### config.mk
export PLATFORM = sky130hd
export DESIGN_NAME = sqrt_result_pack_flat
export DESIGN_NICKNAME = d
export VERILOG_FILES = /design/src/rtl/sqrt_result_pack_if.sv /design/src/rtl/sqrt_result_pack.sv /design/src/flat_wrapper.sv
export SDC_FILE = /design/constraint.sdc
export NUM_CORES = 1
export LEC_CHECK = 0
export CORE_MARGIN = 2
export CORE_UTILIZATION = 35
export DETAILED_ROUTE_END_ITERATION = 6
export SYNTH_ARGS = -nofsm -noshare
export SYNTH_HDL_FRONTEND = slang
export SYNTH_SLANG_ARGS = --single-unit
### constraint.sdc
create_clock -name clk -period 3.58 [get_ports clk]
set_input_delay 0.537 -clock clk [delete_from_list [all_inputs] [get_ports clk]]
set_output_delay 0.537 -clock clk [all_outputs]
set_load 0.02 [all_outputs]
### src/rtl/sqrt_result_pack_if.sv
// Output stream of the sqrt result packer.
// The producer drives valid/data, and the consumer drives ready.
interface sqrt_result_pack_if;
    logic        out_valid;
    logic        out_ready;
    logic [15:0] out_data;

    modport master (
        output out_valid,
        output out_data,
        input  out_ready
    );

    modport slave (
        input  out_valid,
        input  out_data,
        output out_ready
    );
endinterface

### src/rtl/sqrt_result_pack.sv
// Packs final sqrt iteration results into binary16.
// Results are buffered in a small valid/ready output FIFO.
module sqrt_result_pack #(
    parameter int DEPTH  = 2,
    parameter int EXP_W  = 7,
    parameter int MANT_W = 11
) (
    input  logic                   clk,
    input  logic                   rst,
    input  logic                   it_valid,
    input  logic                   result,
    input  logic                   sign_in,
    input  logic [EXP_W-1:0]       exp_in,
    input  logic [MANT_W-1:0]      mant_in,
    input  logic                   is_nan_in,
    input  logic                   is_pinf_in,
    input  logic                   is_ninf_in,
    sqrt_result_pack_if.master     out_if,
    output logic                   full,
    output logic [$clog2(DEPTH):0] count,
    output logic                   drop_err
);
    localparam int AW = $clog2(DEPTH);
    localparam int CW = AW + 1;

    localparam logic signed [EXP_W:0] E_ZERO =
        (EXP_W+1)'(-15);
    localparam logic signed [EXP_W:0] E_MAX =
        (EXP_W+1)'(15);

    logic [15:0]  mem [DEPTH];
    logic [AW-1:0] rd_ptr;
    logic [AW-1:0] wr_ptr;
    logic [AW-1:0] rd_next;
    logic [15:0]  data_q;
    logic [15:0]  packed_w;
    logic [15:0]  head_next;
    logic [CW-1:0] count_next;
    logic [CW-1:0] cnt_after_pop;

    logic signed [EXP_W:0] exp_ext;
    logic signed [EXP_W:0] biased;

    logic push;
    logic pop;
    logic accept;
    logic drop;
    logic unused_bits;

    assign exp_ext = {exp_in[EXP_W-1], exp_in};
    assign biased  = exp_ext + E_MAX;

    assign unused_bits = ^{biased[EXP_W:5],
                           mant_in[MANT_W-1:10]};

    always_comb begin
        packed_w = {sign_in, biased[4:0], mant_in[9:0]};
        if (is_nan_in | is_ninf_in)
            packed_w = {sign_in, 5'h1F, 10'h200};
        else if (is_pinf_in)
            packed_w = 16'h7C00;
        else if (exp_ext == E_ZERO)
            packed_w = {sign_in, 15'h0000};
        else if (exp_ext > E_MAX)
            packed_w = {sign_in, 5'h1F, 10'h000};
        else if (exp_ext < E_ZERO)
            packed_w = {sign_in, 15'h0000};
    end

    assign full             = (count == CW'(DEPTH));
    assign out_if.out_valid = (count != '0);
    assign out_if.out_data  = data_q;

    assign push   = it_valid & result;
    assign pop    = out_if.out_valid & out_if.out_ready;
    assign accept = push & (~full | pop);
    assign drop   = push & full & ~pop;

    always_comb begin
        count_next = count;
        unique case ({accept, pop})
            2'b10:   count_next = count + CW'(1);
            2'b01:   count_next = count - CW'(1);
            default: count_next = count;
        endcase
    end

    // The head register must show the entry that will sit at
    // the read pointer next cycle, which may be this push.
    assign rd_next       = pop ? rd_ptr + AW'(1) : rd_ptr;
    assign cnt_after_pop = count - CW'(pop);

    always_comb begin
        head_next = mem[rd_next];
        if (cnt_after_pop == '0)
            head_next = packed_w;
    end

    always_ff @(posedge clk) begin
        if (rst) begin
            count    <= '0;
            rd_ptr   <= '0;
            wr_ptr   <= '0;
            data_q   <= 16'h0000;
            drop_err <= 1'b0;
        end else begin
            if (accept) begin
                mem[wr_ptr] <= packed_w;
                wr_ptr      <= wr_ptr + AW'(1);
            end
            rd_ptr <= rd_next;
            count  <= count_next;
            // An empty FIFO keeps showing the last popped word.
            if (count_next != '0)
                data_q <= head_next;
            if (drop)
                drop_err <= 1'b1;
        end
    end
endmodule

### src/flat_wrapper.sv
// flat-port wrapper written by rule: the top's interface ports become plain ports
module sqrt_result_pack_flat 
#(
    parameter int DEPTH  = 2,
    parameter int EXP_W  = 7,
    parameter int MANT_W = 11
)
  (clk, rst, it_valid, result, sign_in, exp_in, mant_in, is_nan_in, is_pinf_in, is_ninf_in, full, count, drop_err, out_if_out_valid, out_if_out_data, out_if_out_ready);
  sqrt_result_pack_if out_if_i ();
  input  logic clk;
  input  logic rst;
  input  logic it_valid;
  input  logic result;
  input  logic sign_in;
  input  logic [EXP_W-1:0] exp_in;
  input  logic [MANT_W-1:0] mant_in;
  input  logic is_nan_in;
  input  logic is_pinf_in;
  input  logic is_ninf_in;
  output logic full;
  output logic [$clog2(DEPTH):0] count;
  output logic drop_err;
  output wire logic [$bits(out_if_i.out_valid)-1:0] out_if_out_valid;
  output wire logic [$bits(out_if_i.out_data)-1:0] out_if_out_data;
  input wire logic [$bits(out_if_i.out_ready)-1:0] out_if_out_ready;
  assign out_if_out_valid = out_if_i.out_valid;
  assign out_if_out_data = out_if_i.out_data;
  assign out_if_i.out_ready = out_if_out_ready;
  sqrt_result_pack #(.DEPTH(DEPTH), .EXP_W(EXP_W), .MANT_W(MANT_W)) u_core (.clk(clk), .rst(rst), .it_valid(it_valid), .result(result), .sign_in(sign_in), .exp_in(exp_in), .mant_in(mant_in), .is_nan_in(is_nan_in), .is_pinf_in(is_pinf_in), .is_ninf_in(is_ninf_in), .out_if(out_if_i), .full(full), .count(count), .drop_err(drop_err));
endmodule
# [Word-level counts from Yosys, hierarchy flattened]
# Memories as Yosys holds them, arrays and structs flattened.
# Index checks and enable logic that the tools add are counted.
[op_classes] n_addsub=6 magnitude_cmp=2 eq_ne=4 mux=11 bitwise=9 n_reduce_logical=3
[ops] op="two-way mux 16 bit" n=3
[ops] op="two-way mux 15 bit" n=3
[ops] op="equality test 7 x 5 -> 1 bit, second input constant" n=1
[ops] op="> comparator 7 x 5 -> 1 bit, second input constant" n=1
[ops] op="< comparator 7 x 5 -> 1 bit, second input constant" n=1
[ops] op="adder 5 bit, second input constant" n=1
[ops] op="AND 1 bit" n=5
[ops] op="equality test 2 bit, second input constant" n=2
[ops] op="two-way mux 1 bit" n=4
[ops] op="one-hot mux 2 bit (2 select lines)" n=1
[ops] op="nonzero test 2 bit" n=2
[ops] op="adder 1 bit, second input constant" n=2
[ops] op="adder 2 x 1 -> 2 bit, second input constant" n=1
[ops] op="equality test 2 x 1 -> 1 bit, second input constant" n=1
[ops] op="logical NOT 2 bit" n=1
[ops] op="NOT 1 bit" n=2
[ops] op="bitwise OR 1 bit" n=2
[ops] op="subtractor 2 x 1 -> 2 bit" n=1
[ops] op="subtractor 2 x 1 -> 2 bit, second input constant" n=1
[word_totals] reg_bits=21 mem_bits_rw=32 word_cells=41 memories=1
[memory_table] memory="u_core.mem" words=2 width=16 read_ports=1 rd_clocked_by_memory_dff=0 write_ports=1 line_no="sqrt_result_pack.sv:31" source="logic [15:0] mem [DEPTH];"

# [Longest topological paths before layout]
[depth] depth_word=7 depth_mapped=9 mapped_depth_nobuf=7

# [Worst setup path after synthesis]
# No wires, ideal clock.
[synth_path] kind="input-to-reg" startpoint="input port rst" endpoint="memory u_core.mem[1][0] (enable)" setup_ns=0.413 arrival_time_ns=2.285 required_time_ns=3.167 slack_ns=0.882 stages=3 path_buffers=2 cell_sequence="clkbuf_1 > clkbuf_1 > nor3b_1"
[synth_via] elab_chain_len=2
[synth_lines] element="start: declaration" line_no="flat_wrapper.sv:11" source="input logic rst;"
[synth_lines] element="two-way mux 1 bit" line_no="sqrt_result_pack.sv:100" source="if (rst) begin"
[synth_lines] element="two-way mux 1 bit (not written as such)" line_no="sqrt_result_pack.sv:108" source="mem[wr_ptr] <= packed_w;"
[synth_lines] element="end: declaration" line_no="sqrt_result_pack.sv:31"
# Every way passes these cells.

# [Worst setup path in the final report]
[layout_path] startpoint="input port exp_in[1]" endpoint="register u_core.data_q[5] (netlist: u_core.out_if.out_data[5])"
[layout_via] elab_chain_len=7 elab_cells_between_ends=9
[layout_lines] element="start: declaration" line_no="flat_wrapper.sv:15" source="input logic [EXP_W-1:0] exp_in;"
[layout_lines] element="< comparator 7 x 5 -> 1 bit" line_no="sqrt_result_pack.sv:66" source="else if (exp_ext < E_ZERO)"
[layout_lines] element="two-way mux 15 bit" line_no="sqrt_result_pack.sv:66"
[layout_lines] element="two-way mux 15 bit" line_no="sqrt_result_pack.sv:64" source="else if (exp_ext > E_MAX)"
[layout_lines] element="two-way mux 15 bit (*)" line_no="sqrt_result_pack.sv:62" source="else if (exp_ext == E_ZERO)"
[layout_lines] element="two-way mux 16 bit (*)" line_no="sqrt_result_pack.sv:60" source="else if (is_pinf_in)"
[layout_lines] element="two-way mux 16 bit (*)" line_no="sqrt_result_pack.sv:58" source="if (is_nan_in | is_ninf_in)"
[layout_lines] element="two-way mux 16 bit (*)" line_no="sqrt_result_pack.sv:95" source="if (cnt_after_pop == '0)"
[layout_lines] element="end signal: assignment" line_no="sqrt_result_pack.sv:115" source="data_q <= head_next;"
[layout_lines] element="end: declaration" line_no="sqrt_result_pack.sv:35" source="logic [15:0] data_q;"
# Every way passes the cells marked *; elsewhere a longest branch is shown, timed or not.
# A chain may end at the register's enable or synchronous reset.

==> metrics.md <==
| Metric | Value |
|---|---|
| Status | `finished clean` |
| Crit path DAT | `2.81 ns` |
| FF-to-FF End | `u_core.mem[1][0]$_DFFE_PP_` |
| Crit-path max cell delay | `0.57 ns` |
| RSZ-0062 raised after global routing | `no` |
| Hold Path End | `u_core.out_if.out_data[9]$_SDFFE_PP0P_` |
| Ys async rst share | `0%` |
| Number of synthesized register bits | `53` |
| Total global-route track usage | `14.6%` |
| CTS root buffer | `clkbuf_8` |
| Yosys top cell by area | `edfxtp_1` |
| CP delay by family, top | `simple AND/OR/NAND/NOR gates` |
| Syn Nets | `253` |
| Maximum vdd drop | `154 µV` |
| Reg-to-reg startpoint | `u_core.count[1]$_SDFF_PP0_` |
| Core box area | `6870 µm²` |
| Initial antenna violation count | `0` |
| Hold path startpoint | `u_core.out_if.out_data[9]$_SDFFE_PP0P_` |
| Worst-path clk slew | `0.09 ns` |
| Fin. max-slew vios | `0` |
| DR WL/cell | `15.1 µm` |
| Post-route setup TNS | `0 ns` |
| Synth top area cells | `edfxtp_1 (38%), dfxtp_1 (17%), nand2_1 (4.5%)` |
| IO Count | `48` |
| Final WL | `5.51 mm` |
| Clk_skew | `0.0148 ns` |
| Worst Path Class, Setup | `in2reg` |
| Worst-path fanout max | `10` |
| Layout cells sized above 1 | `10.0%` |
| CP Depth | `8` |
| Synth Cell Area | `2520 µm²` |
| DRT Pass-1 Iters | `4` |
| WHS Path Cells | `2` |
| Syn. warnings | `0` |
| Final Util | `46.3%` |
| Post_cts resized | `0` |
| Slowest stage cell, crit path | `clkdlybuf4s50_1` |
| Sequential fraction of the synthesis area | `54.7%` |
| Hold Fails Final Rpt | `0` |
| Post-layout min period | `2.55 ns` |
| Fin nets | `299` |
| CTS sink cnt | `53` |
| Htree depth | `2` |
| DRT iter0 DRCs | `74` |
| HPWL reported at the end of detailed placement | `3.82 mm` |
| Crit end category | `flip-flop` |
| CTS Buffer Depth | `2` |
| Post-synth EDFFs | `32` |
| Syn avg cell area | `11.3 µm²` |
| Reg-to-reg setup timing slack | `1.42 ns` |
| Min-delay worst type | `reg2reg` |
| Post-synth top flop | `edfxtp_1` |
| Number of vias per cell | `5.03` |
| Die width | `88.9 µm` |
| R2R depth | `4` |
| Worst-path cell chain | `clkdlybuf4s50_1 -> inv_1 -> ha_1 -> nor3b_1 -> o21ai_0 -> and3b_1 -> and3_4 -> a221o_1` |
| Power, Total | `0.00126 W` |
| Power Density | `398 nW/µm²` |
| DRC | `0` |
| Die area | `7910 µm²` |
| CP startpoint | `exp_in[1]` |
| Synth cell types | `54` |
| Diode count | `0` |
| Vias in the first global route | `1,748` |
| Initial Utilization | `36.8%` |
| FMAX | `0.392 GHz` |
| Post-CTS Repair Setup Buffers | `0` |
| Final ANT Viol Nets | `0` |
| Post-Syn Instances | `223` |
| First-pass GRT wire length | `8.78 mm` |
| Rows | `30` |
| Grt ovf | `0` |
| Worst skew pair latency | `0.31 ns` |
| Least-Margin Pin Slew | `0.902 ns` |
| Largest net degree at the start of global routing | `19` |
| P_leak | `1.12 nW` |
| I/O Buffers | `46` |
| WP data required | `3.83 ns` |
| Vias | `1,842` |
| Hold WS | `0.486 ns` |
| Buf/Inv on CP | `2` |
| CP startpoint kind | `input pin` |
| Total CTS buffers | `5` |
| Final setup fails | `0` |
| Hold buffer count at CTS | `0` |
| Max transition margin | `39.1%` |
| TritonCTS clock tree | `yes` |
| Die Ht | `88.9 µm` |
| Synthesis-to-finish area growth | `26.0%` |
| Yosys top cell area share | `38.1%` |
| Final RePlAce weighted congestion | `0.790` |
| Crit share post-route | `71.3%` |
| MaxCap Viol Count | `0` |
## registers in the layout, indices dropped and copies added, names as in the netlist
register                cells
u_core.out_if.out_data     16
u_core.wr_ptr               1
u_core.rd_ptr               1
u_core.mem                 32
u_core.count                2
u_core.drop_err             1
## placed cells by master, fill, tap and decap left out, types with 2 or more instances in the layout
cell / n
nor3b_1: 2
nor2_1: 14
edfxtp_1: 32
nor3_1: 2
mux2i_1: 2
and2_1: 14
xor2_1: 2
xnor2_1: 4
nand2b_1: 3
o21ai_0: 8
nand4_1: 2
o21a_1: 2
clkbuf_8: 5
nor4_1: 2
clkdlybuf4s50_1: 46
a2111oi_0: 2
buf_4: 3
inv_1: 5
nand3_1: 4
dfxtp_1: 21
a21oi_1: 13
ha_1: 3
a221o_1: 10
and3b_1: 2
or2_2: 2
nand2_1: 30
o21bai_1: 2
nand4b_2: 2
a2111oi_2: 2
nor3_2: 2
## final cells by class
class	count	area [µm²]
clock inverters	3	43.8
fillers	631	3690
repair buffers	49	483
flip-flops and latches	53	1380
multi-input cells	155	1070
inverters	5	18.8
well taps	96	120
clock buffers	5	68.8
## layer usage
layer | wire length [µm] | GRT usage, %
met2 | 2640 | 24.4
met1 | 2570 | 19.2
met5 | 0 | 0
met4 | 73 | 4.07
met3 | 217 | 3.42
## worst max path at each step
stage	to
3_5_place_dp	u_core.out_if.out_data[5]$_SDFFE_PP0P_
6_report	u_core.out_if.out_data[5]$_SDFFE_PP0P_
3_3_place_gp	u_core.out_if.out_data[11]$_SDFFE_PP0P_
4_1_cts	u_core.out_if.out_data[5]$_SDFFE_PP0P_
5_1_grt	u_core.out_if.out_data[0]$_SDFFE_PP0P_
2_1_floorplan	u_core.mem[1][0]$_DFFE_PP_
## power breakdown
| group | internal (W) | total (W) | switching (W) |
|---|---|---|---|
| combinational | 0.0000822 | 0.000181 | 0.0000990 |
| clock | 0.000210 | 0.000409 | 0.000200 |
| sequential | 0.000662 | 0.000674 | 0.0000128 |
## worst reg2reg max path: cells and delay by family (launching register included)
| family | cells | cell delay [ns] |
|---|---|---|
| AND/OR/NAND/NOR | 1 | 0.08 |
| flip-flops | 1 | 0.61 |
| AO/OA/AOI/OAI | 1 | 0.82 |
| buffers and inverters | 2 | 0.39 |
## Yosys cell counts, types with 2 or more instances
cell / instances
a2111oi_0: 2
a2111oi_2: 2
a21oi_1: 13
a221o_1: 10
and2_1: 14
and3b_1: 2
buf_2: 4
buf_6: 3
clkbuf_1: 2
dfxtp_1: 21
edfxtp_1: 32
ha_1: 3
inv_1: 5
mux2i_1: 2
nand2_1: 30
nand2b_1: 3
nand3_1: 4
nand4_1: 2
nand4b_2: 2
nor2_1: 14
nor3_1: 3
nor3b_1: 3
nor4_1: 2
o21a_1: 2
o21ai_0: 8
o21bai_1: 2
or2_2: 2
xnor2_1: 4
xor2_1: 2
## through the flow
step / area, µm² / instances / setup WS [ns]
floorplan: 2520 / 223 / 0.882
CTS: 3180 / 366 / 1.05
finish: 3180 / 366 / 1.03
global placement: 3070 / 358 / 0.703
global route: 3180 / 366 / 0.890
detailed placement: 3070 / 358 / 0.723
## logic make-up after synthesis
logic type | share of synthesized area [%]
and+or+nand+nor | 20.6
AOI/OAI and AO/OA | 15.8
muxes | 0.793
adders and majority gates | 1.49
DFF | 54.7
buffers and inverters | 3.47
xor gates and xnor gates | 3.17
Power figures use the tool's default switching activity.
